===== src/rtl/mic_ben_burst_dec.sv =====
// Burst byte-enable decoder: turns a size/offset request into one strobe/offset beat per handshake.
// Optional illegal-encoding flag on o_err is built only when MIC_BEN_ERR_EN is defined.
module mic_ben_burst_dec #(
  parameter int unsigned LOG2_BYTES = 3,
  parameter int unsigned SIZE_W     = 2,
  parameter int unsigned LEN_W      = 8
) (
  input  logic                             clk,
  input  logic                             reset,
  input  logic                             i_valid,
  output logic                             i_ready,
  input  logic [SIZE_W+LOG2_BYTES-1:0]     i_byte_enables,
  input  logic [LEN_W-1:0]                 i_len,
  output logic                             o_valid,
  input  logic                             o_ready,
  output logic [(1<<LOG2_BYTES)-1:0]       o_byte_strobes,
  output logic [LOG2_BYTES-1:0]            o_addr_offset,
  output logic                             o_word_inc,
  output logic                             o_last,
  output logic                             o_err
);

  localparam int unsigned BYTES = 1 << LOG2_BYTES;
  localparam int unsigned BE_W  = SIZE_W + LOG2_BYTES;
  localparam int unsigned W_W   = LOG2_BYTES + 1;

  typedef enum logic {IDLE, BURST} state_t;

  state_t                 state, state_nxt;
  logic                   accept;
  logic [SIZE_W-1:0]      size_s;
  logic [SIZE_W-1:0]      se;
  logic [LOG2_BYTES-1:0]  off_in;
  logic [LOG2_BYTES-1:0]  align_in;
  logic [W_W-1:0]         w_in;
  logic [BYTES-1:0]       strb_in;
  logic                   err_in;

  logic [W_W-1:0]         w_q, w_nxt;
  logic [LEN_W-1:0]       rem_q, rem_nxt;
  logic [W_W-1:0]         sum;
  logic [BYTES-1:0]       strb_nxt;
  logic [LOG2_BYTES-1:0]  off_nxt;
  logic                   inc_nxt;
  logic                   last_nxt;
  logic                   err_nxt;

  // Request decode: clamp the size to the bus width, align the offset down to the beat width.
  assign size_s   = i_byte_enables[BE_W-1 -: SIZE_W];
  assign off_in   = i_byte_enables[LOG2_BYTES-1:0];
  assign se       = (size_s >= SIZE_W'(LOG2_BYTES)) ? SIZE_W'(LOG2_BYTES) : size_s;
  assign w_in     = W_W'(1) << se;
  assign align_in = off_in & ~LOG2_BYTES'(w_in - W_W'(1));
  assign strb_in  = ~({BYTES{1'b1}} << w_in) << align_in;

`ifdef MIC_BEN_ERR_EN
  assign err_in = (size_s != se) || ((off_in & LOG2_BYTES'(w_in - W_W'(1))) != '0);
`else
  assign err_in = 1'b0;
`endif

  assign o_valid = (state == BURST);

  always_ff @(posedge clk or posedge reset) begin
    if (reset) state <= IDLE;
    else       state <= state_nxt;
  end

  always_comb begin
    state_nxt = state;
    case (state)
      IDLE:    if (accept) state_nxt = BURST;
      BURST:   if (o_ready && o_last && !accept) state_nxt = IDLE;
      default: state_nxt = IDLE;
    endcase
  end

  // Handshake and next beat: load on accept, otherwise step by one beat width on a non-final handshake.
  always_comb begin
    i_ready  = !reset && (!o_valid || (o_ready && o_last));
    accept   = i_valid && i_ready;
    sum      = {1'b0, o_addr_offset} + w_q;
    w_nxt    = w_q;
    rem_nxt  = rem_q;
    strb_nxt = o_byte_strobes;
    off_nxt  = o_addr_offset;
    inc_nxt  = o_word_inc;
    last_nxt = o_last;
    err_nxt  = o_err;
    if (accept) begin
      w_nxt    = w_in;
      rem_nxt  = i_len;
      strb_nxt = strb_in;
      off_nxt  = align_in;
      inc_nxt  = 1'b0;
      last_nxt = (i_len == '0);
      err_nxt  = err_in;
    end else if (o_valid && o_ready && !o_last) begin
      rem_nxt  = rem_q - LEN_W'(1);
      off_nxt  = sum[LOG2_BYTES-1:0];
      inc_nxt  = sum[LOG2_BYTES];
      strb_nxt = ~({BYTES{1'b1}} << w_q) << sum[LOG2_BYTES-1:0];
      last_nxt = (rem_q == LEN_W'(1));
    end
  end

  always_ff @(posedge clk or posedge reset) begin
    if (reset) begin
      w_q            <= '0;
      rem_q          <= '0;
      o_byte_strobes <= '0;
      o_addr_offset  <= '0;
      o_word_inc     <= 1'b0;
      o_last         <= 1'b0;
      o_err          <= 1'b0;
    end else begin
      w_q            <= w_nxt;
      rem_q          <= rem_nxt;
      o_byte_strobes <= strb_nxt;
      o_addr_offset  <= off_nxt;
      o_word_inc     <= inc_nxt;
      o_last         <= last_nxt;
      o_err          <= err_nxt;
    end
  end

endmodule


===== config.mk =====
export PLATFORM = sky130hd
export DESIGN_NAME = mic_ben_burst_dec
export DESIGN_NICKNAME = d
export VERILOG_FILES = /design/src/rtl/mic_ben_burst_dec.sv
export SDC_FILE = /design/constraint.sdc
export NUM_CORES = 1
export LEC_CHECK = 0
export CAP_MARGIN = 20
export CORE_MARGIN = 5
export CORE_UTILIZATION = 46
export CTS_BUF_LIST = sky130_fd_sc_hd__clkbuf_8 sky130_fd_sc_hd__clkbuf_16
export CTS_CLUSTER_DIAMETER = 200
export DETAILED_ROUTE_END_ITERATION = 8
export PLACE_DENSITY_LB_ADDON = 0.3
export SLEW_MARGIN = 40
export SYNTH_ARGS = -nofsm -noshare
export SYNTH_HDL_FRONTEND = slang
export SYNTH_SLANG_ARGS = --single-unit

===== constraint.sdc =====
create_clock -name clk -period 2.1 [get_ports clk]
set_clock_uncertainty 0.05 [all_clocks]
set_input_delay 0.315 -clock clk [delete_from_list [all_inputs] [get_ports clk]]
set_output_delay 0.315 -clock clk [all_outputs]
set_load 0.02 [all_outputs]

==> results of run 1 <==
-- cell type report --
type	count	area, µm²
fillers	311	1340
well taps	48	60.1
repair buffers	51	473
flip-flops and latches	26	652
clock buffers	3	41.3
inverters	7	26.3
clock inverters	1	30.0
multi-input cells	140	987
-- state kept, by name, indices dropped and copies added, names as in the netlist --
register and count:
w_q 4, o_addr_offset 3, o_word_inc 1, o_valid 1, rem_q 8, o_byte_strobes 8, o_last 1
-- worst max path at each step --
stage	startpoint	end	slack [ns]	depth (start not counted)
after floorplan	o_addr_offset[0]	o_byte_strobes[7]	-0.09	7
after global placement	o_addr_offset[0]	o_byte_strobes[7]	-0.04	6
after detailed placement	o_addr_offset[0]	o_byte_strobes[7]	-0.07	6
after CTS	o_addr_offset[0]	o_byte_strobes[7]	-0.03	6
after global routing	o_addr_offset[0]	o_byte_strobes[4]	-0.15	5
final	o_addr_offset[0]	o_byte_strobes[7]	-0.03	6
-- kinds of logic after synthesis --
family	after synthesis	share of synthesized area
compound gates	74	0.317
simple gates	54	0.163
flops	26	0.385
buf+inv	24	0.0563
fa+ha+maj	6	0.0489
xor+xnor	4	0.0208
other cells	1	0.00222
mux	1	0.00667
-- placed cells by master (no fill, tap or decap), drive strengths merged, types with 3 or more instances in the layout --
cell type	n
dfrtp	26
ha	5
nand2b	3
o21a	3
nor3	8
buf	20
a221o	5
nand2	16
a21oi	8
nor4	6
nor2	9
o22ai	6
a22oi	5
clkdlybuf4s50	31
nand3	3
inv	7
clkbuf	3
o211ai	4
a2111oi	3
a21o	3
o21ai	15
o31ai	4
-- where the power goes --
part / total [mW] / switching, mW / internal [mW]
sequential: 0.918 / 0.199 / 0.719
clock: 0.424 / 0.169 / 0.255
combinational: 2.35 / 1.24 / 1.11
-- through the flow --
| stage | total power, mW | setup TNS [ns] |
|---|---|---|
| 6_report | 3.70 | -0.0561 |
| 5_1_grt | 3.92 | -0.314 |
| 4_1_cts | 3.57 | -0.0313 |
| 3_5_place_dp | 3.10 | -0.125 |
| 3_3_place_gp | 3.02 | -0.0403 |
| 2_1_floorplan | 2.30 | -0.0924 |
-- per-layer routing --
metal | routed length [µm] | track usage
met1 | 2040 | 0.274
met2 | 2420 | 0.306
met3 | 377 | 0.0455
met4 | 139 | 0.0939
met5 | 0 | 0
-- timing repair --
item	in CTS	in global routing
buffers inserted	1	0
pin swaps	0	4
hold buffers	0	0
endpoints found under the setup margin	4	5
resized for setup	3	5
==> impl_metrics.csv, run 1 <==
group,metric,value,unit
run_status,status,"finished, violations left",
run_status,violations,"negative setup slack",
cells_and_area,stdcell_count,276,
power_and_ir_drop,leakage,0.956,nW
floorplan,start_util,0.468,
synth,yosysWarningCount,0,
setup_path,critPathBufInv,0,
floorplan,rows,22,
synth,synth_area_per_cell,8.88,µm²
synth,synth_cells,190,
synth,ys_seq_area_frac,0.385,
floorplan,core_region_area,3610,µm²
floorplan,die-width,70.6,µm
route,postRouteAntennaNets,0,
synth,synthesis.nets,213,
placed_design,pre_cts_slack,-0.0663,ns
timing,setup_viol,2,
route,wl,4.98,mm
placed_design,place_congestion,0.888,
cells_and_area,design_area,2270,µm²
synth,synthTopCellsByCount,"26 x dfrtp_1, 16 x nand2_1, 14 x clkbuf_1, 14 x o21ai_0, 9 x nor2_1",
run,drv_cap,0,
timing,min_period,2.13,ns
synth,synth.area.top_cells,"dfrtp_1 39%, o21ai_0 4.2%, ha_1 3.7%",
global_route,grt_overflow,0,
clocking,cts_tree,"done",
clocking,htree_levels,1,
timing,fin_ws,-0.0281,ns
timing,finalHoldViolations,0,
global_route,grt_pass1_wl,8.09,mm
clocking,cts_num_sinks,26,
timing,drv_slew,0,
clocking,cts_buffer_depth,2,
cells_and_area,n_antenna_cell,0,
route,drtIter0Drc,130,
setup_path,crit_type,"flip-flop to flip-flop",
setup_path,crit_path_end_kind,"flip-flop",
power_and_ir_drop,power_density,1630,nW/µm²
setup_path,crit_family,"compound AO/OA/AOI/OAI gates",
setup_path,worstPathArrival,2.25,ns
route,drc_errors,0,
route,first_pass_iters,4,
synth,ys_types,55,
floorplan,dieArea,4980,µm²
route,num_vias,1715,
clocking,cts_made_buffers,3,
placed_design,dp_hpwl,3.75,mm
synth,synth_edf_count,0,
route,vias_per_cell,6.21,
cells_and_area,area_delta_synth_final,34.5,%
placed_design,place_inst,271,
floorplan,ios,33,
cells_and_area,drive_above_1_share,0.189,
timing,fmax,470,MHz
synth,synth_area_leader_cell,"dfrtp_1",
hold_path,hp-class,"input pin to asynchronous set/reset pin",
synth,synth_async_sr_flop_share,1.00,
synth,yosysTopAreaCellShare,0.385,
setup_path,slowest_stage,"fa_2",
setup_path,r2r_end,"o_byte_strobes[7]",
timing,finalCritPeriodShare,1.01,
timing,hold-worst-slack,0.299,ns
timing,slew_headroom,0.630,
placed_design,io_buffers,31,
cells_and_area,fin_nets,252,
floorplan,die_h,70.6,µm
clocking,path_clk_slew,0.09,ns
setup_path,path_cells,"ha_4, fa_2, a31o_2, a211o_1, o21a_1, o22a_1",
placed_design,dpl_cell_area,2160,µm²
global_route,grt_max_degree,22,
cells_and_area,fin_util,0.629,
synth,synth_ff_type,"dfrtp_1",
timing,worstMarginPinSlew,0.541,ns
synth,yosysMostFrequentCell,"dfrtp_1",
global_route,track_usage,0.201,
setup_path,r2r_slack,-0.03,ns
setup_path,path_max_fanout,4,
timing,rsz0062_at_grt,"yes",
setup_path,worstRegToRegCells,6,
clocking,root_buffer,"clkbuf_8",
clocking,insertion_delay,0.28,ns
global_route,antenna_found_initial,0,
route,wl_per_cell,18.1,µm
setup_path,rr_startpoint,"o_addr_offset[0]",
setup_path,start_kind,"flip-flop",
synth,ys_ff_latch,26,
setup_path,worstPathRequired,2.22,ns
synth,syn_area,1690,µm²
setup_path,cpPeakStageDelay,0.49,ns
global_route,grt_pass1_vias,1686,
power_and_ir_drop,ir_drop,0.000812,V
Note: power is estimated with default switching activity, not from simulation.
==> run 2, diff against run 1 <==
- CORE_ASPECT_RATIO: unset -> 0.6
- GPL_ROUTABILITY_DRIVEN: unset -> 0
==> run 2 against run 1 <==
Effect of this change: the flow still finishes with violations (negative setup slack); first-iteration DRC count rose by 55%; hold slack improved by 0.013 ns; largest power group unchanged; clock power fell by 21%; highest routed layer unchanged.
==> impl_metrics.csv, run 2 (synthesized netlist as in run 1, its figures left out) <==
group,metric,value,unit
global_route,track_usage,0.223,
setup_path,worstRegToRegCells,6,
timing,worstMarginPinSlew,0.719,ns
route,postRouteAntennaNets,0,
global_route,grt_pass1_vias,1699,
placed_design,io_buffers,31,
hold_path,hp-class,"input pin to asynchronous set/reset pin",
floorplan,die-width,88.2,µm
timing,finalCritPeriodShare,1.01,
cells_and_area,area_delta_synth_final,36.7,%
cells_and_area,n_antenna_cell,0,
setup_path,worstPathRequired,2.22,ns
clocking,cts_made_buffers,3,
run_status,status,"finished, violations left",
floorplan,ios,33,
cells_and_area,fin_util,0.642,
power_and_ir_drop,ir_drop,0.000681,V
placed_design,pre_cts_slack,-0.0553,ns
timing,fmax,471,MHz
setup_path,worstPathArrival,2.24,ns
route,drc_errors,0,
timing,slew_headroom,0.516,
setup_path,start_kind,"flip-flop",
route,wl_per_cell,18.8,µm
clocking,cts_num_sinks,26,
clocking,insertion_delay,0.28,ns
clocking,path_clk_slew,0.10,ns
clocking,root_buffer,"clkbuf_8",
clocking,cts_hold_buf,0,
setup_path,path_max_fanout,3,
power_and_ir_drop,p_total,3.73,mW
power_and_ir_drop,power_density,1620,nW/µm²
timing,setup_viol,1,
setup_path,crit_type,"flip-flop to flip-flop",
floorplan,dieArea,5020,µm²
cells_and_area,most-common-layout-cells,"30 x clkdlybuf4s50_1, 25 x dfrtp_1, 19 x buf_4",
global_route,grt_overflow,0,
timing,hold-worst-slack,0.312,ns
route,first_pass_iters,5,
cells_and_area,final_common_cell,"clkdlybuf4s50_1",
route,wl,5.21,mm
route,num_vias,1731,
run_status,violations,"negative setup slack",
timing,drv_slew,0,
run,drv_cap,0,
floorplan,rows,17,
global_route,antenna_found_initial,0,
route,vias_per_cell,6.25,
power_and_ir_drop,leakage,0.980,nW
timing,fin_ws,-0.0245,ns
clocking,cts_tree,"done",
global_route,grt_pass1_wl,8.62,mm
timing,min_period,2.12,ns
floorplan,core_region_area,3590,µm²
global_route,grt_max_degree,22,
clocking,htree_levels,1,
cells_and_area,reg_top3,"o_byte_strobes: 8 flops, rem_q: 8 flops, w_q: 4 flops",
placed_design,dp_hpwl,3.87,mm
cells_and_area,fin_nets,254,
floorplan,start_util,0.470,
floorplan,die_h,56.9,µm
timing,finalHoldViolations,0,
route,drtIter0Drc,201,
cells_and_area,drive_above_1_share,0.204,
setup_path,crit_path_end_kind,"flip-flop",
clocking,cts_buffer_depth,2,
timing,rsz0062_at_grt,"yes",
## run 2: changes by cell type in the layout (fill, tap and decap cells not counted), sizes merged
| cell | previous run | this run |
|---|---|---|
| buf | 20 | 22 |
| clkdlybuf4s50 | 31 | 30 |
| bufinv | 1 | 0 |
| clkbuf | 3 | 4 |
| dlymetal6s2s | 0 | 1 |
## run 2: report_power, final
| group | switching, mW | internal (mW) | total (mW) |
|---|---|---|---|
| Sequential | 0.200 | 0.719 | 0.919 |
| Combinational | 1.31 | 1.17 | 2.48 |
| Clock | 0.165 | 0.168 | 0.333 |
| Total | 1.68 | 2.05 | 3.73 |
## run 2: path summary, 6_finish.rpt
path | from | slack [ns] | end
max | o_addr_offset[0] | -0.02 | o_byte_strobes[7]
min | reset | 0.31 | o_last
max reg2reg | o_addr_offset[0] | -0.02 | o_byte_strobes[7]
min reg2reg | o_byte_strobes[7] | 0.46 | o_byte_strobes[7]
max in group asynchronous | reset | 1.25 | o_addr_offset[0]
min in group clk | o_byte_strobes[7] | 0.46 | o_byte_strobes[7]
## run 2: what timing repair did
item / CTS / global route
resized for setup: 9 / 5
setup endpoints to repair: 4 / 7
buffers inserted: 1 / 1
cloned: 0 / 0
pin swaps: 3 / 1
## run 2: cell type report
cell class                 instances  area (µm²)
clock buffer                       4        55.1
fill                             276        1290
inverter                           7        26.3
multi-input combinational        140        1010
sequential                        26         652
tap                               47        58.8
timing repair buffer              53         507
## run 2: worst max-delay path, cell delays in order (launching register included)
cell	delay, ns
dfrtp_2	0.43
ha_4	0.17
fa_2	0.47
a31o_2	0.23
a211o_1	0.29
o21a_1	0.18
o22a_1	0.20
## run 2: stage by stage
step / TNS (ns) / std cells / cell area, µm²
3_5_place_dp: -0.142 / 272 / 2180
3_3_place_gp: -0.00888 / 272 / 2180
4_1_cts: -0.0706 / 276 / 2280
2_1_floorplan: -0.0924 / 190 / 1710
6_report: -0.0245 / 277 / 2310
5_1_grt: -0.158 / 277 / 2310
## run 2: routing by layer
layer  share of wire  track usage
met5               0            0
met4           0.012       0.0582
met3           0.096       0.0513
met2            0.45        0.321
met1            0.44        0.335
==> run 3, diff against run 2 <==
- CELL_PAD_IN_SITES_DETAIL_PLACEMENT: unset -> 0
- CELL_PAD_IN_SITES_GLOBAL_PLACEMENT: unset -> 1
- CORE_UTILIZATION: 46 -> 35
- RECOVER_POWER: unset -> 25
==> run 3 against run 2 <==
Effect of this change: the flow now finishes without violations; non-clock buffer count is 3 higher; via count fell by 0.81%; design area up 2.3%; global-route usage is 5.4 points lower; largest cell class unchanged; largest power group unchanged.
==> impl_metrics.csv, run 3 (synthesized netlist as in run 1, its figures left out) <==
group,metric,value,unit
global_route,grt_pass1_vias,1609,
clocking,htree_levels,1,
timing,slew_headroom,0.543,
clocking,insertion_delay,0.27,ns
placed_design,dp_hpwl,4.13,mm
power_and_ir_drop,ir_drop,0.000552,V
timing,drv_slew,0,
global_route,track_usage,0.170,
setup_path,worstPathRequired,2.22,ns
global_route,grt_overflow,0,
cells_and_area,seqCellArea,652,µm²
cells_and_area,n_antenna_cell,0,
route,wl_per_cell,18.1,µm
clocking,cts_num_sinks,26,
power_and_ir_drop,combPwrFrac,0.656,
cells_and_area,fin_nets,257,
power_and_ir_drop,power_density,1650,nW/µm²
floorplan,dieArea,6360,µm²
cells_and_area,area_delta_synth_final,39.8,%
clocking,cts_made_buffers,3,
hold_path,hp-class,"flip-flop to flip-flop",
cells_and_area,final_common_cell,"clkdlybuf4s50_1",
global_route,grt_max_degree,27,
timing,finalCritPeriodShare,0.989,
setup_path,rr_startpoint,"o_addr_offset[0]",
run,drv_cap,0,
setup_path,r2r_slack,0.02,ns
cells_and_area,fill_cells,444,
global_route,grt_use_met3,0.0446,
placed_design,dpl_cell_area,2210,µm²
hold_path,timing.hold.worst_path_depth,1,
global_route,grt_use_met1,0.277,
setup_path,path_max_fanout,3,
cells_and_area,design_area,2360,µm²
cells_and_area,drive_above_1_share,0.223,
power_and_ir_drop,power_frac_seq,0.236,
setup_path,crit_path_end_kind,"flip-flop",
floorplan,ios,33,
placed_design,io_buffers,31,
global_route,grt_busiest_layer,"met1",
clocking,path_clk_slew,0.09,ns
power_and_ir_drop,p_sw,1.69,mW
route,vias_per_cell,5.80,
cells_and_area,multi_input_area,1020,µm²
timing,fin_ws,0.0231,ns
setup_path,start_kind,"flip-flop",
setup_path,worstPathArrival,2.20,ns
cells_and_area,most-common-layout-cells,"29 x clkdlybuf4s50_1, 25 x dfrtp_1, 22 x buf_4",
clocking,cts_hold_buf,0,
floorplan,rows,19,
route,postRouteAntennaNets,0,
floorplan,start_util,0.366,
run_status,status,"completed",
global_route,grt_pass1_wl,8.55,mm
route,drtIter0Drc,150,
timing,rsz0062_at_grt,"yes",
timing,fmax,481,MHz
route,drc_errors,0,
clocking,root_buffer,"clkbuf_8",
timing,min_period,2.08,ns
timing,setup_viol,0,
setup_path,r2r_end,"o_byte_strobes[7]",
cells_and_area,reg_top3,"o_byte_strobes: 8 flops, rem_q: 8 flops, w_q: 4 flops",
clocking,cts_buffer_depth,2,
route,num_vias,1717,
hold_path,holdPathEnd,"o_byte_strobes[7]",
power_and_ir_drop,p_int,2.20,mW
floorplan,die_h,63.8,µm
placed_design,pre_cts_slack,-0.0528,ns
timing,finalHoldViolations,0,
floorplan,die-width,99.7,µm
global_route,antenna_found_initial,0,
route,first_pass_iters,4,
global_route,grtUsageMet2,0.225,
setup_path,crit_type,"flip-flop to flip-flop",
power_and_ir_drop,leakage,1.00,nW
power_and_ir_drop,clkPwrFrac,0.108,
floorplan,core_region_area,4610,µm²
route,wl,5.35,mm
power_and_ir_drop,netSwitchingFraction,0.434,
timing,worstMarginPinSlew,0.669,ns
setup_path,worstRegToRegCells,6,
clocking,cts_tree,"done",
hold_path,worstHoldStart,"o_byte_strobes[7]",
-- run 3: worst max-delay path by stage --
stage,end,start,depth (start not counted)
after floorplan,o_byte_strobes[7],o_addr_offset[0],7
after detailed placement,o_byte_strobes[2],o_addr_offset[0],8
after CTS,o_byte_strobes[7],o_addr_offset[0],6
after global routing,o_byte_strobes[7],o_addr_offset[0],6
final,o_byte_strobes[7],o_addr_offset[0],6
after global placement,o_byte_strobes[7],o_addr_offset[0],6
-- run 3: timing repair --
| action | in CTS | in global routing |
|---|---|---|
| endpoints found under the setup margin | 3 | 8 |
| pin swaps | 3 | 4 |
| setup buffers | 2 | 0 |
| hold endpoints to repair | 0 | 0 |
| cloned | 0 | 0 |
| resized for setup | 7 | 8 |
-- run 3: cell type report --
type                            instances  share of cell area
Inverter                                7              0.0111
Multi-Input combinational cell        140               0.431
Clock buffer                            3              0.0175
Tap cell                               63              0.0334
Sequential cell                        26               0.276
Timing Repair Buffer                   56               0.218
Clock inverter                          1              0.0127
-- run 3: power groups by stage --
stage                     sequential (mW)  combinational (mW)  clock [mW]
after detailed placement            0.921                2.28           0
after global placement              0.909                2.23           0
after floorplan                      1.00                1.30           0
after global routing                0.944                2.73       0.449
final                               0.919                2.55       0.419
after CTS                           0.914                2.43       0.429
-- run 3: stage by stage --
stage	util	cells	hold WS [ns]	total power, mW	TNS, ns
floorplan	-	190	0.305	2.30	-0.0924
global placement	0.479	290	0.442	3.14	-0.00538
detailed placement	0.479	290	0.431	3.20	-0.150
CTS	0.504	296	0.449	3.77	-0.0531
global route	0.512	296	0.474	4.13	-0.0750
finish	0.512	296	0.451	3.89	0
-- run 3: per-layer routing --
layer / wire [µm] / up-vias
met5: 0 / -
met4: 16 / 0
met3: 529 / 2
met2: 2120 / 78
met1: 2680 / 834
li1: - / 803
-- run 3: critical path: stages, from the launching register on --
cell	delay, ns
dfrtp_2	0.43
ha_4	0.17
fa_2	0.44
a21o_1	0.19
a211o_1	0.32
o21a_1	0.18
o22a_1	0.20
